===== src/rtl/clk_phase_gen.sv =====
// Multi-channel clock-phase generator: one programmable phase counter drives NUM_CH
// windowed clock outputs. Optional config range check enabled by CLK_PHASE_GEN_CFGCHK_EN.
module clk_phase_gen #(
    parameter int unsigned NUM_CH  = 4,
    parameter int unsigned PHASE_W = 3
) (
    input  logic                        clock,
    input  logic                        reset,
    input  logic                        run,
    input  logic                        cfg_load,
    input  logic [PHASE_W-1:0]          period_cfg,
    input  logic [NUM_CH*PHASE_W-1:0]   rise_cfg,
    input  logic [NUM_CH*PHASE_W-1:0]   fall_cfg,
    output logic [NUM_CH-1:0]           ch_clk,
    output logic [PHASE_W-1:0]          phase,
    output logic                        wrap,
    output logic                        cfg_pend,
    output logic                        cfg_err
);

    localparam logic [PHASE_W-1:0] PH_ONE     = PHASE_W'(1);
    localparam logic [PHASE_W-1:0] PERIOD_RST = '1;
    localparam logic [PHASE_W-1:0] FALL_RST   = PH_ONE << (PHASE_W - 1);

    logic [PHASE_W-1:0]              cnt;
    logic [PHASE_W-1:0]              act_period;
    logic [PHASE_W-1:0]              pend_period;
    logic [NUM_CH-1:0][PHASE_W-1:0]  act_rise;
    logic [NUM_CH-1:0][PHASE_W-1:0]  act_fall;
    logic [NUM_CH-1:0][PHASE_W-1:0]  pend_rise;
    logic [NUM_CH-1:0][PHASE_W-1:0]  pend_fall;

    logic [PHASE_W-1:0]              eff_period;
    logic                            at_wrap;
    logic                            apply;
    logic [NUM_CH-1:0]               win;
    logic [PHASE_W-1:0]              nxt_period;
    logic [NUM_CH-1:0][PHASE_W-1:0]  nxt_rise;
    logic [NUM_CH-1:0][PHASE_W-1:0]  nxt_fall;

    assign eff_period = (act_period == '0) ? PH_ONE : act_period;
    assign at_wrap    = (cnt >= eff_period);
    assign apply      = !run || at_wrap;

    assign phase = cnt;
    // Gated by reset so wrap reads 0 while reset is held.
    assign wrap  = reset && run && (cnt == '0);

    always_comb begin
        win = '0;
        for (int unsigned i = 0; i < NUM_CH; i++) begin
            if (act_rise[i] < act_fall[i])
                win[i] = (cnt >= act_rise[i]) && (cnt < act_fall[i]);
            else if (act_rise[i] > act_fall[i])
                win[i] = (cnt >= act_rise[i]) || (cnt < act_fall[i]);
        end
    end

    // A load coinciding with an apply point bypasses the pending stage.
    always_comb begin
        if (cfg_load) begin
            nxt_period = period_cfg;
            nxt_rise   = rise_cfg;
            nxt_fall   = fall_cfg;
        end else begin
            nxt_period = pend_period;
            nxt_rise   = pend_rise;
            nxt_fall   = pend_fall;
        end
    end

    always_ff @(posedge clock) begin
        if (!reset) begin
            cnt         <= '0;
            ch_clk      <= '0;
            cfg_pend    <= 1'b0;
            act_period  <= PERIOD_RST;
            pend_period <= PERIOD_RST;
            for (int unsigned i = 0; i < NUM_CH; i++) begin
                act_rise[i]  <= '0;
                act_fall[i]  <= FALL_RST;
                pend_rise[i] <= '0;
                pend_fall[i] <= FALL_RST;
            end
        end else begin
            cnt    <= apply ? '0 : cnt + 1'b1;
            ch_clk <= run ? win : '0;
            // Pending mirrors active after every apply so a later apply never reverts.
            if (apply) begin
                act_period  <= nxt_period;
                act_rise    <= nxt_rise;
                act_fall    <= nxt_fall;
                pend_period <= nxt_period;
                pend_rise   <= nxt_rise;
                pend_fall   <= nxt_fall;
                cfg_pend    <= 1'b0;
            end else if (cfg_load) begin
                pend_period <= period_cfg;
                pend_rise   <= rise_cfg;
                pend_fall   <= fall_cfg;
                cfg_pend    <= 1'b1;
            end
        end
    end

`ifdef CLK_PHASE_GEN_CFGCHK_EN
    logic [PHASE_W-1:0] nxt_eff;
    logic               nxt_err;

    always_comb begin
        nxt_eff = (nxt_period == '0) ? PH_ONE : nxt_period;
        nxt_err = 1'b0;
        for (int unsigned i = 0; i < NUM_CH; i++) begin
            if ((nxt_rise[i] > nxt_eff) || (nxt_fall[i] > nxt_eff))
                nxt_err = 1'b1;
        end
    end

    always_ff @(posedge clock) begin
        if (!reset)
            cfg_err <= 1'b0;
        else if (apply)
            cfg_err <= nxt_err;
    end
`else
    assign cfg_err = 1'b0;
`endif

endmodule


===== config.mk =====
export PLATFORM = sky130hd
export DESIGN_NAME = clk_phase_gen
export DESIGN_NICKNAME = d
export VERILOG_FILES = /design/src/rtl/clk_phase_gen.sv
export SDC_FILE = /design/constraint.sdc
export NUM_CORES = 1
export LEC_CHECK = 0
export CAP_MARGIN = 20
export CORE_UTILIZATION = 45
export CTS_BUF_LIST = sky130_fd_sc_hd__clkbuf_2 sky130_fd_sc_hd__clkbuf_4 sky130_fd_sc_hd__clkbuf_8
export DETAILED_ROUTE_END_ITERATION = 10
export PLACE_DENSITY = 0.74
export SLEW_MARGIN = 40
export SYNTH_ARGS = -nofsm -noshare
export SYNTH_HDL_FRONTEND = slang
export SYNTH_SLANG_ARGS = --single-unit

===== constraint.sdc =====
create_clock -name clock -period 2.55 [get_ports clock]
set_input_delay 0.51 -clock clock [delete_from_list [all_inputs] [get_ports clock]]
set_output_delay 0.51 -clock clock [all_outputs]
set_load 0.01 [all_outputs]

==> metrics.cfg <==
[run_status]
status = finished clean

[placement]
port_buffers = 39
placed_cells = 446
gp_congestion = 0.7591
dp_hpwl_um = 4463

[routing]
viasPerCell = 5.007
wire_per_inst_um = 13.49
drt_drc_violations_left = 0
antenna_left = 0
num_vias = 2308
totalWireLength_um = 6217
initialDrtViolationCount = 75
drt_pass1_iterations = 4

[worst_setup_path]
r2r-end = act_rise[8]
critPathKind = reg2out
ff2ff_setup_slack_ns = 0.44
critPathSlowestCell = clkdlybuf4s50_1
r2r_cells = 7
r2r-start = phase[0]
critPathBufInv = 2
worstSetupEndpointType = output pin
cp_data_required_time_ns = 2.04
slowest_delay_ns = 0.56
crit_family = buffers and inverters
cp_max_fo = 8
worstPathCellList = inv_1 -> ha_1 -> nor3b_1 -> clkdlybuf4s50_1
critPathLaunchType = flip-flop
cp.arrival_ns = 1.91

[power_and_ir_drop]
p_int_w = 0.001706
combPwrFrac_pct = 16.3
p_leak_nw = 1.825
ir_worst_vdd_uv = 386.7
p_total_w = 0.002279
swShare_pct = 25.13
power_frac_seq_pct = 46.2
power_density_mw_per_mm2 = 586.4
pwr-share-clk_pct = 37.5
netSwitchingPower_w = 0.0005727

[sta]
clock_skew_ns = 0.007519
max_freq_mhz = 413.6
fin_hold_ws_ns = 0.4805
hold_violations = 0
maxSlewViolCount = 0
tns_ns = 0
rsz0062_at_grt = false
period_minus_slack_ns = 2.418
period_share_pct = 94.82
setup_violations = 0

[synthesis]
synth_area_mm2 = 0.003209
synth-seq-area-share_pct = 38.67
yosysTopAreaCell = dfxtp_1
async_reset_ff_share_pct = 0
synth_cell_type_count = 33
syn_inst = 315
yosysWarnings = 0
synth-edff-count = 0
yosys-top-cells-area = dfxtp_1, ha_1, mux2_4
syn_area_per_cell_um2 = 10.19
ys_seq_elements = 62
synth_common_cells = dfxtp_1, ha_1, nor2_1
syn_nets = 383
synthFlopType = dfxtp_1
synth.top_cell.area_share_pct = 38.67
synth_most_common_cell = dfxtp_1

[clocking]
cts_made_buffers = 9
worstSkewPairLatency_ns = 0.34
cts_max_level = 3
cts_setup_buffers = 0
hold_buffers = 0
clockRootBuffer = clkbuf_8
post_cts_resize_count = 0
cts_tree = built
cts.reportedPaths.clkPinSlew_ns = 0.07
clockBufferDepth = 2
clock_sinks = 62

[grt]
grt_usage_pct = 18.67
grt_max_degree = 24
antenna_found_initial = 0
grt_first_pass_wirelength_um = 10550
grt_pass1_vias = 2331
overflow = 0

[floorplanning]
coreArea_mm2 = 0.006832
row_count = 30
io_pins = 41
die_h_um = 86.45
start_util_pct = 46.98
fp.dieArea_mm2 = 0.007474
die_w_um = 86.45

[cells_and_area]
area_delta_synth_final_pct = 21.09
layout.nets = 429
drive_gt1_share_pct = 15.34
utilization_pct = 56.89
instances_no_fill = 461
diodes = 0

[flow_run]
drv_cap = 0

[worst_hold_path]
min_from = pend_fall[8]
worstHoldEndpoint = pend_fall[8]
hold_path_depth = 2
worstHoldPathType = reg2reg

per-stage QoR:
stage | cell area (um^2) | setup slack, ns
global route | 3886 | 0.02074
floorplan | 3209 | 0.7264
CTS | 3886 | 0.09768
detailed placement | 3694 | 0.2480
finish | 3886 | 0.1322
global placement | 3694 | 0.2501
how the worst max path moves through the flow:
| stage | from | to | cells past startpoint |
|---|---|---|---|
| finish | phase[0] | wrap | 4 |
| global placement | reset | wrap | 4 |
| floorplan | phase[0] | act_fall[10] | 7 |
| global route | phase[0] | wrap | 4 |
| CTS | phase[0] | wrap | 4 |
| detailed placement | run | wrap | 4 |
tightest hold or removal path, delay by kind of cell, from the launching register on:
family / cells / cell delay [ns]
DFF: 1 / 0.31
and+or+nand+nor: 1 / 0.08
muxes: 1 / 0.06
flip-flops by register name, summed over array words and instances, names as in the netlist:
name / cells
act_fall: 12
act_period: 3
act_rise: 12
cfg_pend: 1
ch_clk: 4
pend_fall: 12
pend_period: 3
pend_rise: 12
phase: 3
cell families after synthesis:
| family | count (synthesis) | synth area share [%] |
|---|---|---|
| AND/OR/NAND/NOR | 85 | 12.40 |
| flip-flops | 62 | 38.67 |
| multiplexers | 54 | 20.94 |
| buffers and inverters | 40 | 6.316 |
| adder cells (fa/ha/maj) | 37 | 14.42 |
| AO/OA/AOI/OAI | 35 | 6.862 |
| other | 1 | 0.1168 |
| XOR/XNOR | 1 | 0.2730 |
power groups by stage:
stage	Sequential [W]	Clock, W	Combinational, W
after floorplan	0.00107	0	0.000248
after global routing	0.00106	0.000915	0.000415
final	0.00105	0.000856	0.000371
after global placement	0.00107	0	0.000354
after detailed placement	0.00107	0	0.000371
after CTS	0.00105	0.000875	0.000374
area by class of cell:
type,count,area (um^2)
multi-input cells,213,1765
fillers,614,2945
well taps,96,120.1
clock inverters,4,47.55
repair buffers,48,465.4
inverters,27,101.3
clock buffers,11,145.1
flip-flops and latches,62,1241
per-layer routing:
metal	wire length (um)	up-vias	GRT usage, %
li1	-	1163	-
met1	2786	1074	21.26
met2	2979	47	31.39
met3	283	24	5.429
met4	167	0	10.45
met5	0	-	0
cells in the final DEF (no fill, tap or decap), drive strengths merged, types with 2 or more instances in the layout:
cell type      count
o211ai             2
clkdlybuf4s50     38
nand4              2
nor2              37
o21ai              9
mux2i             27
buf               10
clkinv             2
nand3b             4
a21o               4
a21oi             13
a32oi              2
dfxtp             62
and2               4
a31oi              4
nand3              2
inv               27
nand2             20
clkbuf            11
mux2              27
nor3               4
ha                37
nand2b             6
nor2b              4
Power figures use the tool's default switching activity.
